**src/rtl/updown_cascade_stage.sv**
```systemverilog
// updown_cascade_stage: mod-(MAX+1) up/down digit counting upstream carry/borrow pulses.
// Define UPDOWN_CASCADE_SAT_EN to saturate at the ends and lock instead of wrapping.
module updown_cascade_stage #(
   parameter int WIDTH = 4,
   parameter int MAX   = 9
) (
   input  logic             clk,
   input  logic             reset,
   input  logic             dir,
   input  logic             cin,
   input  logic             hold,
   input  logic             clr,
   output logic [WIDTH-1:0] count,
   output logic             cout,
   output logic             ovf,
   output logic             unf,
   output logic             paused
);
   localparam logic [WIDTH-1:0] MAX_V = WIDTH'(MAX);
`ifdef UPDOWN_CASCADE_SAT_EN
   typedef enum logic [1:0] {RUN, PAUSE, LOCK} state_t;
`else
   typedef enum logic {RUN, PAUSE} state_t;
`endif
   state_t           state_q, state_d;
   logic [WIDTH-1:0] count_q, count_d;
   logic             ovf_q, ovf_d, unf_q, unf_d;
   logic             step, wrap;
   always_ff @(posedge clk or posedge reset)
      if (reset) begin
         state_q <= RUN;
         count_q <= '0;
         ovf_q   <= 1'b0;
         unf_q   <= 1'b0;
      end else begin
         state_q <= state_d;
         count_q <= count_d;
         ovf_q   <= ovf_d;
         unf_q   <= unf_d;
      end
   always_comb begin
      step    = (state_q == RUN) & ~hold & ~clr & cin;
      wrap    = step & (dir ? (count_q == '0) : (count_q == MAX_V));
      state_d = state_q;
      count_d = count_q;
      ovf_d   = ovf_q;
      unf_d   = unf_q;
      if (clr) begin
         state_d = RUN;
         count_d = '0;
         ovf_d   = 1'b0;
         unf_d   = 1'b0;
      end else if (state_q == RUN) begin
         if (hold)
            state_d = PAUSE;
         else if (cin) begin
            ovf_d = ovf_q | (wrap & ~dir);
            unf_d = unf_q | (wrap & dir);
`ifdef UPDOWN_CASCADE_SAT_EN
            state_d = wrap ? LOCK : RUN;
            count_d = wrap ? count_q : (dir ? count_q - 1'b1 : count_q + 1'b1);
`else
            count_d = wrap ? (dir ? MAX_V : '0) : (dir ? count_q - 1'b1 : count_q + 1'b1);
`endif
         end
      end else if (state_q == PAUSE)
         state_d = hold ? PAUSE : RUN;
   end
   assign count  = count_q;
   assign cout   = wrap;
   assign ovf    = ovf_q;
   assign unf    = unf_q;
   assign paused = (state_q == PAUSE);
endmodule
```
**config.mk**
```make
export PLATFORM = sky130hd
export DESIGN_NAME = updown_cascade_stage
export DESIGN_NICKNAME = d
export VERILOG_FILES = /design/src/rtl/updown_cascade_stage.sv
export SDC_FILE = /design/constraint.sdc
export NUM_CORES = 1
export LEC_CHECK = 0
export ABC_AREA = 1
export BUFFER_PORTS_ARGS = -buffer_cell sky130_fd_sc_hd__buf_4
export CAP_MARGIN = 5
export CORE_AREA = 2 2 39 41
export CTS_CLUSTER_DIAMETER = 150
export DETAILED_ROUTE_END_ITERATION = 8
export DIE_AREA = 0 0 41 43
export PLACE_DENSITY_LB_ADDON = 0.1
export SLEW_MARGIN = 20
export SYNTH_ARGS = -nofsm -noshare
export SYNTH_HDL_FRONTEND = slang
export SYNTH_SLANG_ARGS = --single-unit
```
**constraint.sdc**
```tcl
create_clock -name clk -period 3.7 [get_ports clk]
set_clock_uncertainty 0.05 [all_clocks]
set_input_delay 0.555 -clock clk [delete_from_list [all_inputs] [get_ports clk]]
set_output_delay 0.555 -clock clk [all_outputs]
set_load 0.05 [all_outputs]
```
==> impl_metrics.py, run 1 <==
metrics = {
    "run_status": {
        "outcome": "finished clean",
    },
    "synth": {
        "yosys.area.top_type": "dfrtp_1",
        "ys_ff_latch": 7,
        "synth_nets": 65,
        "seq_area_frac_synth": 0.392,
        "ys_warn_count": 0,
        "synth_area_sq_um": 447,
        "synthTopCellsByArea": "dfrtp_1, nand2_1, nand3_1",
        "synth_top_area_share": 0.392,
        "synth_cell_type_count": 17,
        "synthesis.instances": 56,
        "avgSynthCellArea_sq_um": 7.98,
    },
    "setup_path": {
        "worstPathRequired_ps": 3090,
        "criticalPathCategory": "in -> out",
        "end_kind": "output port",
        "cp_max_fo": 4,
        "critical_path_arrival_ps": 1390,
        "start_kind": "primary input",
    },
    "worst_hold_path": {
        "hp-class": "in -> async",
    },
    "floorplanning": {
        "io_pins": 14,
        "core_area_sq_um": 1380,
        "die_y_microns": 43,
        "rows": 14,
        "die_w_microns": 41,
        "dieArea_sq_um": 1760,
        "initial_core_util": 0.323,
    },
    "placed_design": {
        "dp_hpwl_microns": 759,
        "place_congestion": 0.782,
        "port_buffers": 13,
    },
    "sta": {
        "setup_violations": 0,
        "fin_tns_setup_ps": 0,
        "timing.final.crit_period_ps": 2000,
        "clock.fmax_ghz": 0.500,
        "worst-slew-pin-transition_ps": 282,
        "relSlewSlack": 0.811,
        "whs_ps": 189,
        "finalHoldViolCount": 0,
        "rsz0062_at_grt": "false",
        "fin_crit_sh": 0.540,
        "finalMaxSlewViolations": 0,
    },
    "power": {
        "p_int_mw": 0.144,
        "powerDensity_nw_per_um2": 373,
        "ir_drop_uv": 131,
        "netSwitchingPower_mw": 0.0764,
        "pwr-share-clk": 0.314,
        "p_sw_frac": 0.347,
        "pwr-share-seq": 0.399,
        "leakage_nw": 0.334,
        "combPwrFrac": 0.287,
    },
    "clocking": {
        "postCtsHoldBufs": 0,
        "clk_pin_slew_worst_paths_ps": 50,
        "htreeDepth": 1,
        "clock_path_buffers": 2,
        "cts_setup_buffers": 0,
        "clock-root-buffer": "clkbuf_4",
        "insertion_delay_ps": 250,
        "cts_made_buffers": 3,
        "clock_sinks": 7,
        "cts_resized": 0,
        "cts_tree": "yes",
    },
    "route": {
        "drt-initial-drc-count": 5,
        "firstDrtPassIters": 6,
        "avgViaCountPerCell": 4.79,
        "vias": 426,
        "route.detailed.drc": 0,
        "wl_microns": 946,
        "ant_nets": 0,
        "wl_per_cell_microns": 10.6,
    },
    "grt": {
        "grt_first_pass_wirelength_microns": 1580,
        "grt_max_degree": 9,
        "grt_overflow": 0,
        "antenna_found_initial": 0,
        "grt_use_total": 0.138,
        "grt_pass1_vias": 406,
    },
    "cells_and_area": {
        "multiInputGateArea_sq_um": 238,
        "layout_commonest_cell": "nand2_1",
        "area_delta_synth_final_pct": 32.2,
        "fin_nets": 83,
        "n_antenna_cell": 0,
        "layout-drive-gt1-share": 0.288,
        "regArea_sq_um": 175,
        "final_cell_mix": "nand2_1, buf_4, nand3_1",
        "fillers": 159,
    },
    "flow_run": {
        "maxCapViolations": 0,
    },
}
synthesized netlist by cell type:
master,count
ha_1,2
inv_1,7
dfrtp_1,7
nand4_1,1
o21ai_1,3
a31oi_1,1
nand3_1,8
nand2_2,1
nand3_4,1
a21oi_1,1
nor2_1,2
nand2_1,15
xor2_1,2
fa_1,1
inv_2,2
xnor2_1,1
nor2_2,1
power groups by stage:
stage | Combinational (mW) | Clock (mW) | Sequential (mW)
4_1_cts | 0.0642 | 0.0729 | 0.0879
3_3_place_gp | 0.0636 | 0 | 0.0892
2_1_floorplan | 0.0285 | 0 | 0.104
3_5_place_dp | 0.0641 | 0 | 0.0889
6_report | 0.0631 | 0.0692 | 0.0878
5_1_grt | 0.0705 | 0.0757 | 0.0888
worst paths after layout:
path	start	to	slack (ps)	depth (start not counted)
max	hold	cout	1700	7
min	reset	count[0]$_DFFE_PP0P_	190	2
max reg2reg	count[2]$_DFFE_PP0P_	count[3]$_DFFE_PP0P_	2280	7
min reg2reg	unf$_DFFE_PP0P_	unf$_DFFE_PP0P_	440	2
max in group asynchronous	reset	count[3]$_DFFE_PP0P_	3190	2
min in group clk	clr	paused$_DFF_PP0_	430	2
cells by family (layout without fill, tap and decap cells):
family	after synthesis	count (layout)	share of synthesized area
simple gates	29	29	0.314
compound gates	5	5	0.0588
flops	7	7	0.392
fa+ha+maj	3	3	0.101
buf+inv	9	26	0.0756
xor+xnor	3	3	0.0588
layout make-up:
type                       instances  area share
multi-input combinational         40       0.403
clock buffer                       4      0.0445
inverter                           9      0.0572
timing repair buffer              13       0.165
sequential                         7       0.297
tap                               16      0.0339
state kept, by name, indices dropped and copies added (netlist names):
signal and cells:
unf 1, paused 1, count 4, ovf 1
metrics by stage:
| step | power (mW) | area [sq um] | instances | worst slack, ps | utilization |
|---|---|---|---|---|---|
| floorplan | 0.132 | 447 | 56 | 1710 | - |
| global placement | 0.153 | 564 | 85 | 1710 | 0.408 |
| detailed placement | 0.153 | 564 | 85 | 1710 | 0.408 |
| CTS | 0.225 | 591 | 89 | 1700 | 0.427 |
| global route | 0.235 | 591 | 89 | 1620 | 0.427 |
| finish | 0.220 | 591 | 89 | 1700 | 0.427 |
routing by layer:
| metal | vias up | GRT usage | part of all wire |
|---|---|---|---|
| li1 | 213 | - | - |
| met1 | 200 | 0.163 | 0.41 |
| met2 | 11 | 0.206 | 0.51 |
| met3 | 2 | 0.0314 | 0.055 |
| met4 | 0 | 0.100 | 0.020 |
| met5 | - | 0 | 0 |
worst max-delay path: stages:
cell and delay [ps]:
buf_4 110, inv_2 50, nand3_1 100, nor2_2 200
nand3_4 110, inv_1 70, buf_4 190
No activity file was read; power rests on OpenSTA's default activity.
==> inputs of run 2 (changes only) <==
clock period = 1.62 ns   (was 3.7 ns; I/O delays follow)
==> impl_metrics.py, run 2 (synthesized netlist as in run 1, its figures left out) <==
metrics = {
    "run_status": {
        "outcome": "finished clean",
    },
    "sta": {
        "rsz0062_at_grt": "false",
        "fin_tns_setup_ps": 0,
        "clock.fmax_ghz": 0.653,
        "fin_crit_sh": 0.945,
        "setup_violations": 0,
        "worst-slew-pin-transition_ps": 265,
        "relSlewSlack": 0.823,
        "whs_ps": 135,
        "timing.final.crit_period_ps": 1530,
        "finalHoldViolCount": 0,
        "finalMaxSlewViolations": 0,
        "setup_ws_ps": 88.6,
    },
    "route": {
        "route.detailed.drc": 0,
        "wl_per_cell_microns": 9.54,
        "wl_microns": 897,
        "avgViaCountPerCell": 4.43,
        "vias": 416,
        "ant_nets": 0,
        "drt-initial-drc-count": 6,
        "firstDrtPassIters": 4,
    },
    "worst_hold_path": {
        "hp-class": "in -> reg",
        "holdPathStages": 2,
    },
    "floorplanning": {
        "initial_core_util": 0.323,
        "io_pins": 14,
        "die_y_microns": 43,
        "die_w_microns": 41,
        "core_area_sq_um": 1380,
        "dieArea_sq_um": 1760,
        "rows": 14,
    },
    "power": {
        "netSwitchingPower_mw": 0.177,
        "pwr-share-clk": 0.300,
        "leakage_nw": 0.349,
        "p_int_mw": 0.342,
        "powerDensity_nw_per_um2": 789,
        "p_sw_frac": 0.341,
        "ir_drop_uv": 522,
        "pwr-share-seq": 0.380,
        "combPwrFrac": 0.320,
    },
    "grt": {
        "grt_max_degree": 9,
        "top_usage_layer": "met1",
        "met3_usage": 0.0785,
        "antenna_found_initial": 0,
        "grt_pass1_vias": 391,
        "grt_use_total": 0.138,
        "grt_first_pass_wirelength_microns": 1590,
        "grt_use_met1": 0.180,
        "grt_overflow": 0,
        "met2_usage": 0.175,
    },
    "cells_and_area": {
        "fin_nets": 88,
        "layout-drive-gt1-share": 0.397,
        "fillers": 130,
        "final_cell_mix": "buf_4, nand2_1, nand3_1",
        "n_antenna_cell": 0,
        "largest_reg_flops": 4,
        "area_delta_synth_final_pct": 47.1,
        "layout_commonest_cell": "buf_4",
        "fin_util": 0.475,
        "postLayoutCellArea_sq_um": 657,
    },
    "clocking": {
        "insertion_delay_ps": 250,
        "clk_pin_slew_worst_paths_ps": 50,
        "clock_sinks": 7,
        "cts_made_buffers": 3,
        "htreeDepth": 1,
        "clock-root-buffer": "clkbuf_4",
        "clock_path_buffers": 2,
        "cts_tree": "yes",
    },
    "flow_run": {
        "maxCapViolations": 0,
    },
    "setup_path": {
        "worstPathRequired_ps": 1330,
        "critical_path_arrival_ps": 1240,
        "start_kind": "flip-flop",
        "criticalPathCategory": "reg -> out",
        "cp_max_fo": 3,
        "end_kind": "output port",
        "rr_worst_depth": 5,
    },
    "placed_design": {
        "pre_cts_ws_ps": 211,
        "place_area_sq_um": 571,
        "port_buffers": 13,
        "dp_hpwl_microns": 700,
        "place_congestion": 0.782,
    },
}
==> run 2: changes by cell type in the layout (fill, tap and decap cells not counted), sizes merged <==
cell,before,now
buf,13,17
clkinvlp,0,1
dlygate4sd3,0,1
inv,9,8
==> run 2: final timing paths <==
path,startpoint,to,slack [ps]
max in group asynchronous,reset,count[0]$_DFFE_PP0P_,850
min reg2reg,ovf$_DFFE_PP0P_,ovf$_DFFE_PP0P_,440
max reg2reg,count[0]$_DFFE_PP0P_,count[2]$_DFFE_PP0P_,210
min in group asynchronous,reset,ovf$_DFFE_PP0P_,430
max,count[0]$_DFFE_PP0P_,cout,90
min,clr,paused$_DFF_PP0_,130
==> run 2: per-layer routing <==
metal / wire length (microns) / part of all wire / vias to the layer above
met5: 0 / 0 / -
met4: 14 / 0.016 / 0
met3: 64 / 0.071 / 2
met2: 435 / 0.48 / 10
met1: 382 / 0.43 / 180
li1: - / - / 224
==> run 2: power groups by stage <==
stage | clock, mW | combinational, mW | sequential [mW]
after global routing | 0.176 | 0.184 | 0.198
after floorplan | 0 | 0.0655 | 0.238
after CTS | 0.161 | 0.153 | 0.202
after detailed placement | 0 | 0.147 | 0.204
after global placement | 0 | 0.148 | 0.204
final | 0.155 | 0.166 | 0.197
==> run 2: layout make-up <==
class	instances	area [sq um]	share of cell area
well taps	16	20.0	0.0305
clock buffers	4	26.3	0.0400
multi-input cells	40	250	0.381
repair buffers	18	145	0.221
inverters	9	37.5	0.0571
flip-flops and latches	7	178	0.270
==> run 2: critical path, cell delays in order (launching register included) <==
cell	delay, ps
dfrtp_2	410
inv_1	90
nand3_1	90
nand2_2	100
nand3_4	90
clkinvlp_4	80
buf_8	130
==> run 2: repair_timing <==
action / 4_1_cts / 5_1_grt
gates resized for setup: 3 / 3
hold buffers: 1 / 0
buffers inserted: 1 / 3
hold endpoints to repair: 7 / 0
pin swaps: 1 / 2
endpoints found under the setup margin: 1 / 1
==> run 2: through the flow <==
| step | std cells | power, mW |
|---|---|---|
| after detailed placement | 85 | 0.351 |
| after floorplan | 56 | 0.304 |
| after global placement | 85 | 0.352 |
| final | 94 | 0.518 |
| after global routing | 94 | 0.558 |
| after CTS | 91 | 0.516 |
==> inputs of run 3 (changes only) <==
SETUP_SLACK_MARGIN = 0.2   (was default)
==> impl_metrics.py, run 3 (synthesized netlist as in run 1, its figures left out) <==
metrics = {
    "setup_path": {
        "r2r-start": "count[0]$_DFFE_PP0P_",
        "critical_path_arrival_ps": 1230,
        "max_stage_delay_ps": 400,
        "rrSetupSlack_ps": 250,
        "rr_worst_depth": 5,
        "crit_chain": "inv_2 -> nand3_4 -> nor2_4 -> nand3_4 -> clkinvlp_4 -> buf_8",
        "end_kind": "output port",
        "worstPathRequired_ps": 1330,
        "reg2reg_to": "count[2]$_DFFE_PP0P_",
        "start_kind": "flip-flop",
        "path_common_cell": "nand3_4",
        "cp-endpoint": "cout",
        "cp_max_fo": 2,
        "criticalPathCategory": "reg -> out",
        "startpoint": "paused$_DFF_PP0_",
        "crit_slowest_cell": "dfrtp_2",
    },
    "power": {
        "netSwitchingPower_mw": 0.200,
        "p_sw_frac": 0.356,
        "ir_drop_uv": 353,
        "combPwrFrac": 0.347,
        "pwr-share-clk": 0.294,
        "leakage_nw": 0.372,
        "pwr-share-seq": 0.358,
        "powerDensity_nw_per_um2": 764,
        "p_int_mw": 0.361,
    },
    "floorplanning": {
        "initial_core_util": 0.323,
        "dieArea_sq_um": 1760,
        "core_area_sq_um": 1380,
        "die_y_microns": 43,
        "die_w_microns": 41,
        "io_pins": 14,
        "rows": 14,
    },
    "clocking": {
        "cts_tree": "yes",
        "clock-root-buffer": "clkbuf_4",
        "insertion_delay_ps": 260,
        "cts_made_buffers": 3,
        "htreeDepth": 1,
        "clk_pin_slew_worst_paths_ps": 50,
        "clock_path_buffers": 2,
        "clock_sinks": 7,
    },
    "placed_design": {
        "place_congestion": 0.797,
        "port_buffers": 13,
        "pre_cts_ws_ps": 202,
        "dp_hpwl_microns": 765,
        "placedCellCount": 85,
    },
    "cells_and_area": {
        "layout_commonest_cell": "buf_4",
        "fin_util": 0.531,
        "final_cells": 99,
        "n_antenna_cell": 0,
        "fin_nets": 93,
        "area_delta_synth_final_pct": 64.4,
        "largest_reg_flops": 4,
        "final_cell_mix": "buf_4, nand2_1, nand3_1",
        "layout-drive-gt1-share": 0.530,
        "fillers": 141,
    },
    "grt": {
        "antenna_found_initial": 0,
        "grt_pass1_vias": 421,
        "grt_overflow": 0,
        "grt_use_total": 0.162,
        "grt_first_pass_wirelength_microns": 1790,
        "grt_max_degree": 9,
    },
    "route": {
        "firstDrtPassIters": 4,
        "top_layer": "met4",
        "met1_length_microns": 491,
        "route.met2.wl_microns": 564,
        "vias": 475,
        "wl_per_cell_microns": 11.8,
        "wl_microns": 1170,
        "ant_nets": 0,
        "route.detailed.drc": 0,
        "dr_wl_met3_microns": 69,
        "drt-initial-drc-count": 7,
        "avgViaCountPerCell": 4.80,
    },
    "sta": {
        "finalHoldViolCount": 0,
        "setup_violations": 0,
        "worst-slew-pin-transition_ps": 274,
        "fin_tns_setup_ps": 0,
        "clock.fmax_ghz": 0.656,
        "finalMaxSlewViolations": 0,
        "timing.final.crit_period_ps": 1530,
        "rsz0062_at_grt": "true",
        "relSlewSlack": 0.817,
        "setup_ws_ps": 94.8,
        "fin_crit_sh": 0.941,
    },
    "flow_run": {
        "maxCapViolations": 0,
    },
    "worst_hold_path": {
        "holdPathStages": 2,
        "hp-class": "in -> reg",
    },
    "run_status": {
        "outcome": "finished clean",
    },
}
==> run 3: area by class of cell <==
class | count | area (sq um) | area share
Sequential cell | 7 | 181 | 0.247
Tap cell | 16 | 20.0 | 0.0273
Inverter | 9 | 37.5 | 0.0511
Timing Repair Buffer | 23 | 183 | 0.249
Clock buffer | 4 | 26.3 | 0.0358
Multi-Input combinational cell | 40 | 287 | 0.390
==> run 3: worst min-delay path by stage <==
stage / start / end / slack, ps
after floorplan: reset / ovf$_DFFE_PP0P_ / -4
after global placement: reset / unf$_DFFE_PP0P_ / 150
after detailed placement: reset / unf$_DFFE_PP0P_ / 150
after CTS: clr / paused$_DFF_PP0_ / 110
after global routing: clr / paused$_DFF_PP0_ / 110
final: clr / paused$_DFF_PP0_ / 120
==> run 3: repair_timing <==
action                                 in CTS  in global routing
setup buffers                               5                  4
hold buffers                                1                  0
endpoints found under the hold margin       7                  0
setup endpoints to repair                   1                  3
pin swaps                                   2                  3
gates resized for setup                     7                  5
==> run 3: critical path: cells and delay by family, from the launching register on <==
kind | cells | cell delay [ps]
DFF | 1 | 400
buffers and inverters | 3 | 280
and+or+nand+nor | 3 | 270
==> run 3: metal layers <==
layer | GRT usage | up-vias
met4 | 0.160 | 0
met1 | 0.192 | 215
met5 | 0 | -
li1 | - | 236
met2 | 0.225 | 20
met3 | 0.0314 | 4
==> run 3: power groups by stage <==
| stage | Combinational (mW) | Sequential (mW) | Clock [mW] |
|---|---|---|---|
| 2_1_floorplan | 0.0674 | 0.240 | 0 |
| 3_3_place_gp | 0.150 | 0.206 | 0 |
| 3_5_place_dp | 0.151 | 0.206 | 0 |
| 4_1_cts | 0.177 | 0.200 | 0.169 |
| 5_1_grt | 0.213 | 0.202 | 0.180 |
| 6_report | 0.195 | 0.201 | 0.165 |
==> run 3: metrics by stage <==
step | cell area (sq um) | total power, mW | hold slack (ps)
after floorplan | 469 | 0.307 | -3.94
after global placement | 587 | 0.356 | 148
after detailed placement | 587 | 0.357 | 152
after CTS | 681 | 0.546 | 110
after global routing | 734 | 0.596 | 115
final | 734 | 0.561 | 118
